$ cat src/rtl/uart_pkg.sv
// Shared UART baud-generation types: oversample ratio encoding, its tick count,
// and the baud FSM state.
package uart_pkg;

    typedef enum logic [1:0] {
        OSR16 = 2'b00,
        OSR13 = 2'b01,
        OSR8  = 2'b10,
        OSR4  = 2'b11
    } osr_e;

    typedef enum logic {
        IDLE = 1'b0,
        RUN  = 1'b1
    } state_e;

    localparam int PHASE_W = 5;

    function automatic logic [PHASE_W-1:0] osr_count(input osr_e osr);
        case (osr)
            OSR16:   return 5'd16;
            OSR13:   return 5'd13;
            OSR8:    return 5'd8;
            default: return 5'd4;
        endcase
    endfunction

endpackage

$ cat src/rtl/baud_frac_acc.sv
// Fractional-divisor accumulator: adds the fraction on every oversample tick and
// reports the carry that stretches the following period by one clock.
module baud_frac_acc #(
    parameter int FRAC_W = 4
) (
    input  logic              clk,
    input  logic              rstn,
    input  logic              i_tick,
    input  logic              i_clear,
    input  logic [FRAC_W-1:0] i_frac,
    output logic              o_carry
);

    logic [FRAC_W-1:0] r_acc;
    logic [FRAC_W:0]   w_sum;

    assign w_sum   = {1'b0, r_acc} + {1'b0, i_frac};
    assign o_carry = w_sum[FRAC_W];

    // NOTE: sequential state uses non-blocking assignments so every flop samples pre-edge values.
    always_ff @(posedge clk or negedge rstn) begin
        if (!rstn) begin
            r_acc <= '0;
        end else if (i_clear) begin
            r_acc <= '0;
        end else if (i_tick) begin
            r_acc <= w_sum[FRAC_W-1:0];
        end
    end

endmodule

$ cat src/rtl/baud_tick_gen.sv
// Baud tick generator: integer+fractional divisor producing oversample, bit-end and
// mid-bit strobes, with configuration shadowed and applied only on a tick boundary.
module baud_tick_gen
    import uart_pkg::*;
#(
    parameter int DIV_W  = 16,
    parameter int FRAC_W = 4
) (
    input  logic              clk,
    input  logic              rstn,
    input  logic              en,
    input  logic [DIV_W-1:0]  cfg_div,
    input  logic [FRAC_W-1:0] cfg_frac,
    input  logic [1:0]        cfg_osr,
    input  logic              cfg_load,
    output logic              cfg_ack,
    output logic              os_tick,
    output logic              bit_tick,
    output logic              mid_tick,
    output logic [4:0]        os_phase
);

    localparam int CNT_W = DIV_W + 1;

    state_e             r_state;
    state_e             w_state_nx;
    logic [CNT_W-1:0]   r_cnt;
    logic [CNT_W-1:0]   w_cnt_nx;
    logic [PHASE_W-1:0] r_phase;
    logic [PHASE_W-1:0] w_phase_nx;

    logic [DIV_W-1:0]   r_div;
    logic [FRAC_W-1:0]  r_frac;
    osr_e               r_osr;
    logic [DIV_W-1:0]   r_sh_div;
    logic [FRAC_W-1:0]  r_sh_frac;
    osr_e               r_sh_osr;
    logic               r_pending;

    logic               r_cfg_ack;
    logic               r_os_tick;
    logic               r_bit_tick;
    logic               r_mid_tick;
    logic               w_bit_nx;
    logic               w_mid_nx;
    logic               w_acc_clr;

    logic               w_carry;
    logic               w_cnt_zero;
    logic               w_tick;
    logic               w_use_port;
    logic               w_idle_apply;
    logic               w_run_apply;
    logic               w_apply;
    logic [DIV_W-1:0]   w_src_div;
    logic [FRAC_W-1:0]  w_src_frac;
    osr_e               w_src_osr;
    logic [DIV_W-1:0]   w_eff_div;
    logic [PHASE_W-1:0] w_osr_n;
    logic               w_last;
    logic               w_mid;
    logic [CNT_W-1:0]   w_period;

    // In IDLE a load takes effect straight from the ports; in RUN it waits in the shadow.
    assign w_use_port   = (r_state == IDLE) && cfg_load;
    assign w_src_div    = w_use_port ? cfg_div             : r_sh_div;
    assign w_src_frac   = w_use_port ? cfg_frac            : r_sh_frac;
    assign w_src_osr    = w_use_port ? osr_e'(cfg_osr)     : r_sh_osr;

    assign w_cnt_zero   = (r_cnt == '0);
    assign w_tick       = (r_state == RUN) && en && w_cnt_zero;
    assign w_idle_apply = (r_state == IDLE) && (cfg_load || r_pending);
    // A load landing on a tick edge is held back so the latest shadow is applied once.
    assign w_run_apply  = w_tick && r_pending && !cfg_load;
    assign w_apply      = w_idle_apply || w_run_apply;
    assign w_eff_div    = w_idle_apply ? w_src_div : r_div;

    assign w_osr_n      = osr_count(r_osr);
    assign w_last       = (r_phase == w_osr_n - PHASE_W'(1));
    assign w_mid        = (r_phase == (w_osr_n >> 1));
    assign w_period     = {1'b0, r_div} + CNT_W'(w_carry);

    baud_frac_acc #(
        .FRAC_W (FRAC_W)
    ) u_frac_acc (
        .clk     (clk),
        .rstn    (rstn),
        .i_tick  (w_tick),
        .i_clear (w_acc_clr),
        .i_frac  (r_frac),
        .o_carry (w_carry)
    );

    always_ff @(posedge clk or negedge rstn) begin
        if (!rstn) begin
            r_state <= IDLE;
        end else begin
            r_state <= w_state_nx;
        end
    end

    always_comb begin
        // NOTE: every combinational output gets a default first so no path infers a latch.
        w_state_nx = r_state;
        case (r_state)
            IDLE: if (en && (w_eff_div != '0)) w_state_nx = RUN;
            RUN:  if (!en || (w_run_apply && (r_sh_div == '0))) w_state_nx = IDLE;
            default: w_state_nx = IDLE;
        endcase
    end

    always_comb begin
        w_cnt_nx   = '0;
        w_phase_nx = '0;
        w_bit_nx   = 1'b0;
        w_mid_nx   = 1'b0;
        w_acc_clr  = 1'b1;
        if (r_state == IDLE) begin
            if (w_state_nx == RUN) begin
                w_cnt_nx = {1'b0, w_eff_div} - CNT_W'(1);
            end
        end else if (en) begin
            w_acc_clr = 1'b0;
            if (!w_cnt_zero) begin
                w_cnt_nx   = r_cnt - CNT_W'(1);
                w_phase_nx = r_phase;
            end else begin
                // The emitted tick is always judged against the outgoing OSR.
                w_bit_nx = w_last;
                w_mid_nx = w_mid;
                if (w_run_apply) begin
                    w_acc_clr = 1'b1;
                    w_cnt_nx  = (r_sh_div == '0) ? '0 : {1'b0, r_sh_div} - CNT_W'(1);
                end else begin
                    w_cnt_nx   = w_period - CNT_W'(1);
                    w_phase_nx = w_last ? '0 : r_phase + PHASE_W'(1);
                end
            end
        end
    end

    always_ff @(posedge clk or negedge rstn) begin
        if (!rstn) begin
            r_cnt      <= '0;
            r_phase    <= '0;
            r_os_tick  <= 1'b0;
            r_bit_tick <= 1'b0;
            r_mid_tick <= 1'b0;
            r_cfg_ack  <= 1'b0;
            r_pending  <= 1'b0;
            r_div      <= '0;
            r_frac     <= '0;
            r_osr      <= OSR16;
            // NOTE: the shadow is reset as well so a load discarded by rstn cannot resurface.
            r_sh_div   <= '0;
            r_sh_frac  <= '0;
            r_sh_osr   <= OSR16;
        end else begin
            r_cnt      <= w_cnt_nx;
            r_phase    <= w_phase_nx;
            r_os_tick  <= w_tick;
            r_bit_tick <= w_bit_nx;
            r_mid_tick <= w_mid_nx;
            r_cfg_ack  <= w_apply;
            if (cfg_load) begin
                r_sh_div  <= cfg_div;
                r_sh_frac <= cfg_frac;
                r_sh_osr  <= osr_e'(cfg_osr);
            end
            if (w_apply) begin
                r_pending <= 1'b0;
                r_div     <= w_src_div;
                r_frac    <= w_src_frac;
                r_osr     <= w_src_osr;
            end else if (cfg_load) begin
                r_pending <= 1'b1;
            end
        end
    end

    assign cfg_ack  = r_cfg_ack;
    assign os_tick  = r_os_tick;
    assign bit_tick = r_bit_tick;
    assign mid_tick = r_mid_tick;
    assign os_phase = r_phase;

endmodule
$ cat config.mk
export PLATFORM = sky130hd
export DESIGN_NAME = baud_tick_gen
export DESIGN_NICKNAME = d
export VERILOG_FILES = /design/src/rtl/uart_pkg.sv /design/src/rtl/baud_frac_acc.sv /design/src/rtl/baud_tick_gen.sv
export SDC_FILE = /design/constraint.sdc
export NUM_CORES = 1
export LEC_CHECK = 0
export ABC_AREA = 1
export CAP_MARGIN = 20
export CORE_UTILIZATION = 40
export DETAILED_ROUTE_END_ITERATION = 10
export PLACE_DENSITY = 0.58
export SYNTH_ARGS = -nofsm -noshare
export SYNTH_HDL_FRONTEND = slang
export SYNTH_SLANG_ARGS = --single-unit
$ cat constraint.sdc
create_clock -name clk -period 3.35 [get_ports clk]
set_input_delay 0.8375 -clock clk [delete_from_list [all_inputs] [get_ports clk]]
set_output_delay 0.8375 -clock clk [all_outputs]
set_load 0.01 [all_outputs]
==> flow_summary.ini <==
[drt]
viasPerCell = 4.96
detail_route.drc_violations = 0
first_iter_violations = 333
detail_route.first_pass.iterations = 6
detailroute.via_count = 5453
ant_nets = 0
route.detailed.wl_per_inst_um = 15.2
routed_wirelength_um = 16700

[synth]
synth-seq-area-share_pct = 33.3
synth-simple-area-share_pct = 39.3
synth-edff-count = 0
synth_compound_gate_area_share_pct = 9.96
postSynthNetCount = 908
yosysWarnings = 0
synth.mux.area_fraction_pct = 0
ys_top_cells_by_area = sky130_fd_sc_hd__dfrtp_1 33%, sky130_fd_sc_hd__nand2_1 19%, sky130_fd_sc_hd__nor2_1 8.2%
postSynthAreaPerCell_um2 = 6.60
yosys.cell_count.top_type = sky130_fd_sc_hd__nand2_1
synth_adder_area_share_pct = 4.08
main_combinational_cell_family_by_area_after_synthesis = simple AND/OR/NAND/NOR gates
count_of_distinct_cell_types_in_the_synthesized_netlist = 41
yosysTopAreaCell = sky130_fd_sc_hd__dfrtp_1
synthFlopType = sky130_fd_sc_hd__dfrtp_1
yosys.area.top_type_share_pct = 33.3
ys_ff_latch = 76
post_synth_instance_area_um2 = 5700
synthTopCellsByCount = 289 x sky130_fd_sc_hd__nand2_1, 125 x sky130_fd_sc_hd__nor2_1, 82 x sky130_fd_sc_hd__inv_1
syn_inst = 864
synth_xor_area_share_pct = 5.53
async_flop_share_pct = 100

[die]
initial_utilization_pct = 41.1
die_width_um = 121
pin_count = 35
row_count = 43
floorplan.die.height_um = 121
die-area_um2 = 14700
coreArea_um2 = 13900

[worst_setup_path]
delay_contributed_by_the_slowest_stage_of_the_critical_path_ns = 0.47
timing.critical_path.buf_inv = 4
critical-path-top-cell-by-count = sky130_fd_sc_hd__nand2_1
start_kind = input pin
arrival_ns = 3.19
slowest_stage = sky130_fd_sc_hd__clkdlybuf4s50_1
worstPathRequired_ns = 3.64
endpoint_kind = flip-flop
start_to_end_type_of_the_worst_setup_path = in -> reg
timing.critical_path.fanout_max = 16
timing.critical_path.max_delay_family = simple AND/OR/NAND/NOR gates
timing.reg2reg.worst_path_depth = 17
reg2reg_slack_ns = 0.46
cp_cell_sequence = clkdlybuf4s50_1, buf_4, nor2_2, nor2_8, inv_4, nand2_1, nand2_1, ha_1, nand3_2, nor2_2, nand2_1, nand2_1, inv_1, nor2_1, nand2_1, nand2_1
reg_to_reg_end = r_cnt[9]$_DFF_PN0_
rr_startpoint = r_frac[0]$_DFFE_PN0N_

[sta]
final_tns_setup_ns = 0
max_freq_mhz = 345
worst_clk_skew_ns = 0.0107
grt_setup_unrepaired = no
hold-worst-slack_ns = 0.472
worst_pin_slew_ns = 0.972
finalSetupViolations = 0
final_max_slew_viol_count = 0
slew_headroom_pct = 35.2
fin_crit_ns = 2.90
finalHoldViolations = 0
final_critical_path_share_of_the_clock_period_pct = 86.6

[cells_and_area]
drive_above_1_share_pct = 8.04
area_growth_syn_to_layout_pct = 17.3
diodes_inserted = 0
fillCellCount = 1487
final_net_count = 959
final_core_utilization_pct = 48.2

[clocking]
numClockSinks = 76
htree_levels = 3
post_cts_resize_count = 0
cts_setup_buffers = 0
clock_tree.buffer_depth = 2
cts_root_buf = sky130_fd_sc_hd__clkbuf_16
post_cts_hold_buffer_count = 0
cts_tree = yes
clock_latency_ns = 0.36
path_clk_slew_ns = 0.06
tritoncts.num_buffers = 9

[global_routing]
gr-total-overflow = 0
initial_antenna_violation_count = 0
via_count_of_the_first_global_routing_pass = 5254
first_pass_grt_wire_length_um = 27300
globalRouteTotalUtil_pct = 24.7
grt_max_degree = 77

[worst_hold_path]
holdPathEnd = r_sh_frac[1]$_DFFE_PN0P_
timing.hold.worst.start = r_sh_frac[1]$_DFFE_PN0P_
hold-path-cell-count = 2
min_path_type = reg -> reg

[power_and_ir_drop]
power.leakage_uw = 0.00337
ir_worst_vdd_uv = 233
pwrdens_nw_per_um2 = 633

[place]
routabilityCongestion = 0.930
place_hpwl_um = 13200
port-buffer-count = 34

[outcome]
result_of_the_run = completed

[job]
drv.max_cap_violation_count = 0
-- where the power goes --
group	total, uW	internal, uW	switching (uW)
sequential	1320	1120	201
clock	1080	658	417
combinational	1840	666	1180
-- worst register-to-register path, delay by kind of cell (launching register included) --
kind / cells / cell delay [ns]
AO/OA/AOI/OAI: 2 / 0.39
adder cells (fa/ha/maj): 3 / 0.82
flip-flops: 1 / 0.40
AND/OR/NAND/NOR: 12 / 1.17
-- cells in the final DEF (no fill, tap or decap), types with 3 or more instances in the layout --
master	Yosys	layout
sky130_fd_sc_hd__a31oi_1	12	12
sky130_fd_sc_hd__nor3_1	12	12
sky130_fd_sc_hd__nor2_4	3	3
sky130_fd_sc_hd__ha_1	17	17
sky130_fd_sc_hd__xnor2_1	10	10
sky130_fd_sc_hd__nor2_2	5	5
sky130_fd_sc_hd__dfrtp_1	76	76
sky130_fd_sc_hd__clkbuf_16	0	9
sky130_fd_sc_hd__xor2_1	26	26
sky130_fd_sc_hd__nand3_1	64	64
sky130_fd_sc_hd__nor2_1	125	125
sky130_fd_sc_hd__nand2_1	289	289
sky130_fd_sc_hd__a21oi_1	18	18
sky130_fd_sc_hd__inv_1	82	82
sky130_fd_sc_hd__nand4_1	5	5
sky130_fd_sc_hd__clkinv_2	1	3
sky130_fd_sc_hd__buf_4	3	25
sky130_fd_sc_hd__clkdlybuf4s50_1	0	33
sky130_fd_sc_hd__or2_2	3	3
sky130_fd_sc_hd__o21ai_0	56	56
sky130_fd_sc_hd__nand3_2	3	3
sky130_fd_sc_hd__nand2_2	7	7
sky130_fd_sc_hd__o211ai_1	6	6
-- metrics by stage --
stage                     setup WS [ns]  cells  area (um^2)  total power [uW]
final                             0.448   1100         6690              4240
after global routing              0.153   1100         6690              4590
after CTS                         0.433   1100         6690              4250
after detailed placement         0.0994   1084         6370              3160
after global placement            0.169   1084         6370              3150
after floorplan                   0.666    864         5700              2620
-- sequential cells by signal, summed over array words and instances, names as in the netlist, 2 cells and up --
| signal | count |
|---|---|
| os_phase | 5 |
| r_sh_div | 16 |
| r_osr | 2 |
| r_frac | 4 |
| r_cnt | 17 |
| r_sh_frac | 4 |
| r_sh_osr | 2 |
| r_div | 16 |
| u_frac_acc.r_acc | 4 |
-- routing by layer --
layer  GRT usage [%]  routed length (um)  vias to the layer above
li1                -                   -                     2859
met1            35.5                8520                     2458
met2            37.6                7310                      113
met3            3.01                 564                       23
met4            9.10                 348                        0
met5               0                   0                        -
-- layout make-up --
class	count	area, um^2	area share, %
Tap cell	180	225	3.37
Sequential cell	76	1900	28.4
Timing Repair Buffer	60	558	8.34
Clock inverter	7	98.8	1.48
Multi-Input combinational cell	682	3360	50.2
Inverter	86	327	4.88
Clock buffer	9	225	3.37
-- how the worst max path moves through the flow --
stage | startpoint | end | cells past startpoint
finish | cfg_load | r_cnt[12]$_DFF_PN0_ | 16
global route | r_frac[0]$_DFFE_PN0N_ | r_cnt[9]$_DFF_PN0_ | 17
CTS | r_frac[0]$_DFFE_PN0N_ | r_cnt[9]$_DFF_PN0_ | 17
detailed placement | cfg_load | r_cnt[12]$_DFF_PN0_ | 16
global placement | cfg_load | r_cnt[12]$_DFF_PN0_ | 16
floorplan | r_frac[0]$_DFFE_PN0N_ | r_cnt[9]$_DFF_PN0_ | 17
-- kinds of logic (layout without fill, tap and decap cells) --
logic type	Yosys count	in the layout
AOI/OAI and AO/OA	102	102
xor gates and xnor gates	36	36
adders and majority gates	18	18
buffers and inverters	106	162
DFF	76	76
and+or+nand+nor	526	526
No activity file was read; power rests on OpenSTA's default activity.
